`config.mk`:
```
export PLATFORM = sky130hd
export DESIGN_NAME = flash_bus_arbiter
export DESIGN_NICKNAME = d
export VERILOG_FILES = /design/src/rtl/flash_bus_arbiter.sv
export SDC_FILE = /design/constraint.sdc
export NUM_CORES = 1
export LEC_CHECK = 0
export BUFFER_PORTS_ARGS = -buffer_cell sky130_fd_sc_hd__buf_2
export CORE_MARGIN = 8
export CORE_UTILIZATION = 35
export CTS_CLUSTER_DIAMETER = 50
export DETAILED_ROUTE_END_ITERATION = 8
export GPL_TIMING_DRIVEN = 0
export PLACE_DENSITY = 0.56
export SKIP_LAST_GASP = 1
export SYNTH_ARGS = -nofsm -noshare
export SYNTH_HDL_FRONTEND = slang
export SYNTH_SLANG_ARGS = --single-unit
```
`constraint.sdc`:
```
create_clock -name iCLK -period 1.9 [get_ports iCLK]
set_input_delay 0.285 -clock iCLK [delete_from_list [all_inputs] [get_ports iCLK]]
set_output_delay 0.285 -clock iCLK [all_outputs]
set_load 0.05 [all_outputs]
```
`src/rtl/flash_bus_arbiter.sv`:
```
// flash_bus_arbiter: gives one of two flash masters exclusive ownership of
// the shared SPI/QSPI pin set. Requester 0 is the flash_spi bridge and
// requester 1 is the QSPI controller.
// CS is held high for a guard interval between owners. oSEL/oBUS_EN tell the
// top level which master drives the SCK/data pins.
// Optional build macro: FLASH_ARB_PREEMPT_EN adds a hold counter. The counter
// raises oPREEMPT[n] when the owner has kept the bus for MAX_HOLD cycles while
// the other requester was waiting. The arbiter still never revokes a grant.

module flash_bus_arbiter #(
    parameter int unsigned GUARD_CYC = 4,    // 1..255
    parameter int unsigned MAX_HOLD  = 4096  // 16..65535
) (
    input  logic       iCLK,
    input  logic       iRESETn,
    input  logic [1:0] iREQ,
    input  logic [1:0] iCS_n,
    input  logic [1:0] iSCK,
    output logic [1:0] oGNT,
    output logic       oSEL,
    output logic       oBUS_EN,
    output logic       oFLASH_CSn,
    output logic       oFLASH_SCK,
    output logic [1:0] oPREEMPT
);

    typedef enum logic [1:0] {
        StIdle  = 2'd0,
        StOwn0  = 2'd1,
        StOwn1  = 2'd2,
        StGuard = 2'd3
    } arbState_t;

    // The counter runs GUARD_CYC-1 down to 0. One IDLE cycle follows it.
    // This gives GUARD_CYC+1 CS-high cycles from the release edge to the next grant edge.
    localparam logic [7:0]  GuardLoad = 8'(GUARD_CYC - 1);
    localparam logic [15:0] HoldLimit = 16'(MAX_HOLD);

    arbState_t  stateQ, stateD;
    logic       lastServedQ, lastServedD;
    logic [7:0] guardCntQ, guardCntD;
    logic       selQ, selD;

    // State register. Reset forces IDLE, which drives CS high asynchronously.
    always_ff @(posedge iCLK or negedge iRESETn) begin
        if (!iRESETn) begin
            stateQ      <= StIdle;
            lastServedQ <= 1'b1;  // requester 0 wins the first tie
            guardCntQ   <= 8'd0;
            selQ        <= 1'b0;
        end else begin
            stateQ      <= stateD;
            lastServedQ <= lastServedD;
            guardCntQ   <= guardCntD;
            selQ        <= selD;
        end
    end

    // Next-state logic: round-robin arbitration, release handshake, guard countdown.
    always_comb begin
        stateD      = stateQ;
        lastServedD = lastServedQ;
        guardCntD   = guardCntQ;
        selD        = selQ;
        unique case (stateQ)
            StIdle: begin
                // On a tie, the requester that was not served last wins.
                if (iREQ[0] && (!iREQ[1] || lastServedQ)) begin
                    stateD = StOwn0;
                    selD   = 1'b0;
                end else if (iREQ[1]) begin
                    stateD = StOwn1;
                    selD   = 1'b1;
                end
            end
            StOwn0: begin
                // The owner is released only when its CS is high.
                // This avoids truncating a flash command in flight.
                if (!iREQ[0] && iCS_n[0]) begin
                    stateD      = StGuard;
                    lastServedD = 1'b0;
                    guardCntD   = GuardLoad;
                end
            end
            StOwn1: begin
                if (!iREQ[1] && iCS_n[1]) begin
                    stateD      = StGuard;
                    lastServedD = 1'b1;
                    guardCntD   = GuardLoad;
                end
            end
            StGuard: begin
                // Requests raised here stay pending and are picked up in IDLE.
                if (guardCntQ == 8'd0) begin
                    stateD = StIdle;
                end else begin
                    guardCntD = guardCntQ - 8'd1;
                end
            end
            default: begin
                stateD = StIdle;
            end
        endcase
    end

    // Pin gating: the owner's CS/SCK pass straight through. Otherwise CS is high and SCK is low.
    always_comb begin
        oGNT       = 2'b00;
        oFLASH_CSn = 1'b1;
        oFLASH_SCK = 1'b0;
        unique case (stateQ)
            StOwn0: begin
                oGNT       = 2'b01;
                oFLASH_CSn = iCS_n[0];
                oFLASH_SCK = iSCK[0];
            end
            StOwn1: begin
                oGNT       = 2'b10;
                oFLASH_CSn = iCS_n[1];
                oFLASH_SCK = iSCK[1];
            end
            default: begin
                oGNT       = 2'b00;
                oFLASH_CSn = 1'b1;
                oFLASH_SCK = 1'b0;
            end
        endcase
    end

    // oSEL keeps the last owner through GUARD/IDLE so the data-pin mux does not glitch.
    assign oSEL    = selQ;
    assign oBUS_EN = |oGNT;

`ifdef FLASH_ARB_PREEMPT_EN
    logic [15:0] holdCntQ, holdCntD;

    // Hold counter register.
    always_ff @(posedge iCLK or negedge iRESETn) begin
        if (!iRESETn) begin
            holdCntQ <= 16'd0;
        end else begin
            holdCntQ <= holdCntD;
        end
    end

    // Count owner cycles while the other side waits. The count is cleared
    // outside ownership, so it starts at 0 on every new grant. It saturates
    // instead of wrapping.
    always_comb begin
        holdCntD = holdCntQ;
        unique case (stateQ)
            StOwn0: begin
                if (iREQ[1] && (holdCntQ != 16'hFFFF)) begin
                    holdCntD = holdCntQ + 16'd1;
                end
            end
            StOwn1: begin
                if (iREQ[0] && (holdCntQ != 16'hFFFF)) begin
                    holdCntD = holdCntQ + 16'd1;
                end
            end
            default: begin
                holdCntD = 16'd0;
            end
        endcase
    end

    // The count cannot drop during ownership, so the request stays high until release.
    assign oPREEMPT[0] = (stateQ == StOwn0) && (holdCntQ >= HoldLimit);
    assign oPREEMPT[1] = (stateQ == StOwn1) && (holdCntQ >= HoldLimit);
`else
    logic unusedMaxHold;
    assign unusedMaxHold = ^HoldLimit;
    assign oPREEMPT      = 2'b00;
`endif

endmodule

```
**After elaboration in Yosys (flattened, before gate mapping)**

Cells that the tools add are included.

- Flip-flop bits (word level): 12
- Bits of input ports: 8
- Output and inout port bits: 8
- Logic and storage cells: 47

- Add/subtract/negate cells: 1
- Equal/unequal tests: 8
- Multiplexer cells: 18
- Reductions and logical operators: 16

Operators with widths:

| cell | number |
|---|---|
| 8-bit 2-to-1 mux | 3 |
| 8-bit one-hot mux with 3 select lines | 1 |
| 2-bit 2-to-1 mux | 5 |
| 8-bit logical NOT | 1 |
| 2-bit != test, second input constant | 4 |
| 2-bit one-hot mux with 4 select lines | 1 |
| 4-bit AND reduction | 2 |
| 8-bit by 1-bit subtractor with 8-bit output, second input constant | 1 |
| 1-bit one-hot mux with 2 select lines | 3 |
| 2-bit equality test, second input constant | 2 |
| 1-bit 2-to-1 mux | 4 |
| 2-bit one-hot mux with 2 select lines | 1 |
| 2-bit nonzero test | 2 |
| 1-bit logical AND | 3 |
| 3-bit != test, second input constant | 1 |
| 3-bit AND reduction | 1 |
| 3-bit nonzero test | 1 |
| 2-bit by 1-bit equality test with 1-bit output, second input constant | 1 |
| 1-bit logical NOT | 2 |
| 2-bit logical NOT | 1 |
| 2-bit AND reduction | 1 |
| 2-bit OR reduction | 1 |
| 1-bit logical OR | 1 |

**Longest topological paths before layout**

- Depth after elaboration: 5
- Mapped depth: 7

**Worst setup path after synthesis**

OpenSTA, ideal clock, no wires.

- Kind: reg-to-output
- From: reg stateQ[0]
- To: out oFLASH_SCK
- Data arrival time: 1851 ps
- Data required time: 1615 ps
- Path slack: -236 ps
- Cell stages (with the launch flop): 5
- Path buffers: 0
- Path through: dfrtp_1 > inv_1 > ha_1 > inv_1 > nor2_1

- Cells in the longest elaborated chain, start to end: 2
- Elaborated cells on any way between the ends: 3
- Those cells by class: 2 x eq/ne; 1 x mux

RTL lines:

| element | RTL line | source |
|---|---|---|
| from (decl) | 39 | `arbState_t stateQ, stateD;` |
| from (signal assigned) | 47 | `stateQ <= StIdle;` |
| from (signal assigned) | 52 | `stateQ <= stateD;` |
| 2-bit equality test or 2-bit by 1-bit equality test with 1-bit output (tied branches) | 111 | `unique case (stateQ)` |
| 1-bit one-hot mux with 2 select lines * | 111 |  |
| to (decl) | 23 | `output logic oFLASH_SCK,` |

Mark *: on every way between the ends. The rest lies on a longest branch, timed or not.

**Worst setup path after layout**

- From: reg stateQ[1]
- To: out oFLASH_SCK

Same word-level chain as after synthesis.

==> summary.md <==
| Metric | Value |
|---|---|
| Status | `completed` |
| GRT Resource Usage Total | `0.09564` |
| Die width | `67.54 um` |
| Layout Skew | `0.0003866 ns` |
| Die Height | `67.54 um` |
| Largest fanout on the critical path | `6` |
| R2R depth | `7` |
| Leak | `0.5268 nW` |
| Synth Register Bits | `12` |
| Required time worst endpoint | `1.62 ns` |
| Grt total ovfl | `0` |
| Antenna Cells | `0` |
| Critical R2R Capture | `guardCntQ[5]$_DFFE_PN0P_` |
| Max frequency | `~0.55 GHz` |
| Post-route minimum period | `~1.8 ns` |
| Rows | `18` |
| Clk buf depth | `2` |
| Die area | `4561 sq um` |
| Maxcap violations | `0` |
| Worst path top cell family by delay | `buffers and inverters` |
| Slew margin rel. | `0.6279` |
| RSZ-0062 raised after global routing | `yes` |
| First-pass GRT wire length | `3.284 mm` |
| Final hold vios | `0` |
| Synthesized area | `929.6 sq um` |
| Crit path buffers/inverters | `2` |
| Arrival time worst endpoint | `1.55 ns` |
| Hold WS | `0.4027 ns` |
| R2R setup slack | `0.11 ns` |
| Critical path endpoint category | `output port` |
| H-tree depth | `1` |
| Worst-Skew Late Latency | `0.28 ns` |
| Min-Delay Path Class | `in -> async` |
| DRT Wirelength | `2.050 mm` |
| TNS Setup | `0 ns` |
| Slowest Stage Delay on Critical Path | `0.38 ns` |
| Fin. max-slew vios | `0` |
| Slew @ Worst Pin | `0.5582 ns` |
| Power Dens Cells | `1779 nW/um^2` |
| Yosys cell types | `39` |
| Initial antenna violation count | `0` |
| Critical path, cell by cell | `inv_1, ha_1, a22oi_1, nor2_2, clkbuf_4` |
| DP HPWL | `around 1.6 mm` |
| CTS tree | `yes` |
| Worst vdd ir | `1218 uV` |
| Core area | `2500 sq um` |
| Slowest CP cell | `dfrtp_1` |
| CP Launch Type | `flip-flop` |
| Yosys top cell area share | `0.2961` |
| Clock Tree Root | `clkbuf_4` |
| Post-route non-filler standard cell count | `149` |
| CTS Sinks | `12` |
| Vias/cell | `5.268` |
| DRT Pass-1 Iters | `4` |
| # DRC | `0` |
| Remaining antenna violation count | `0` |
| # nets final | `approximately 140` |
| Final setup fails | `0` |
| Layout cells sized above 1 | `0.3445` |
| Reg2reg start | `stateQ[0]$_DFFE_PN0P_` |
| Avg Inst Size Synth | `9.684 sq um` |
| Post-Syn Instances | `96` |
| Fin crit share | `0.9638` |
| Initial core utilization | `0.3719` |
| Largest area contributor in the synthesized netlist | `dfrtp_1` |
| Worst setup startpoint | `stateQ[1]$_DFFE_PN0P_` |
| Area grow syn2layout | `22.48%` |
| Largest net degree at the start of global routing | `13` |
| Seq/Total Area, Yosys | `0.3244` |
| Kind of critical path | `reg -> out` |
| Drt initial violations | `40` |
| Clock transition at path regs | `0.08 ns` |
| Synth warn | `0` |
| Synth area leaders | `dfrtp_1 (30%), ha_1 (9.4%), inv_1 (4.0%)` |
| Inst Count DP | `140` |
| Total CTS buffers | `3` |
| I/O pin count | `16` |
| Average wire per standard cell | `13.76 um` |
| Routed via count | `785` |
| Vias in the first global route | `roughly 730` |
| Gpl congestion | `0.7984` |
| IO Port Bufs | `13` |
[worst max path at each step]
stage                     cells past startpoint                       end  slack, ns
after global placement                        7  guardCntQ[5]$_DFFE_PN0P_       0.05
after CTS                                     5                oFLASH_SCK      -0.01
after floorplan                               4                oFLASH_CSn       0.08
after global routing                          5  guardCntQ[4]$_DFFE_PN0P_      -0.02
final                                         5                oFLASH_SCK       0.07
after detailed placement                      7  guardCntQ[5]$_DFFE_PN0P_       0.03
[routing by layer]
metal  GRT usage  vias up  wire, um  share of wire
met1      0.1088      368       918           0.45
met5           0        -         0              0
met4     0.06266        0        46          0.022
met2      0.1527       25       924           0.45
met3     0.02815        5       160          0.078
li1            -      387         -              -
[cells in the mapped netlist (all sizes together)]
cell type and instances:
o21a 1, a221o 2, a2111o 1, nand2b 4
nor3 1, mux2 2, o41ai 1, nor4b 1
a21oi 6, conb 1, o22ai 2, o21ai 6
a31oi 2, buf 4, a221oi 1, nor2b 3
o31ai 1, o211ai 1, dfstp 1, nor2 4
and2b 1, nor4 1, mux2i 2, nand2 9
a211oi 1, nand3b 1, a311o 1, a22oi 2
clkbuf 1, ha 7, o2bb2ai 1, or2 1
o221ai 2, inv 10, dfrtp 11
[worst register-to-register path, cell delays in order (launching register included)]
cell      delay, ns
dfrtp_1        0.40
inv_2          0.07
ha_4           0.16
buf_6          0.13
nor4_4         0.25
o221ai_2       0.18
a2111o_1       0.41
a21oi_1        0.12
[registers in the layout (all words and copies together) (netlist names)]
name	cells
lastServedQ	1
stateQ	2
oSEL	1
guardCntQ	8
[per-stage QoR]
stage / area, sq um / util / total power [mW] / setup WS (ns)
after global routing: 1139 / 0.4555 / 2.184 / -0.01680
after detailed placement: 1041 / 0.4164 / 1.696 / 0.02704
after floorplan: 938.4 / - / 1.461 / 0.07909
after CTS: 1109 / 0.4434 / 1.982 / -0.01295
final: 1139 / 0.4555 / 2.026 / 0.06885
after global placement: 1041 / 0.4164 / 1.684 / 0.05028
[cell families after synthesis]
| group | after synthesis | synth area share |
|---|---|---|
| adders and majority gates | 7 | 0.09421 |
| buffers and inverters | 15 | 0.08075 |
| DFF | 12 | 0.3244 |
| other | 1 | 0.004034 |
| muxes | 4 | 0.04979 |
| AOI/OAI and AO/OA | 31 | 0.2436 |
| and+or+nand+nor | 26 | 0.2032 |
[what timing repair did]
action | 4_1_cts | 5_1_grt
hold buffers | 1 | 0
endpoints found under the hold margin | 11 | 0
buffers inserted | 2 | 2
resized for setup | 2 | 4
endpoints found under the setup margin | 2 | 7
[report_power, final]
part	switching (mW)	internal (mW)	leakage, nW	total (mW)
sequential	0.0647	0.336	0.147	0.401
clock	0.0953	0.117	0.0210	0.212
combinational	0.874	0.539	0.359	1.41
[cell usage in the layout (no fill, tap or decap), drive strengths merged, types with 2 or more instances in the layout]
master,Yosys,final
a21oi,6,6
a221o,2,2
a22oi,2,2
a31oi,2,2
buf,4,20
clkbuf,1,6
conb,1,2
dfrtp,11,11
ha,7,7
inv,10,10
mux2,2,2
mux2i,2,2
nand2,9,9
nand2b,4,4
nor2,4,4
nor2b,3,3
o21ai,6,6
o221ai,2,2
o22ai,2,2
[final cells by class]
type / count / area (sq um)
fill: 240 / 1361
multi-input combinational: 70 / 574.3
sequential: 12 / 301.5
timing repair buffer: 18 / 113.9
buffer: 5 / 37.54
inverter: 10 / 37.54
tap: 30 / 37.54
clock buffer: 4 / 36.28
Power figures use the tool's default switching activity.
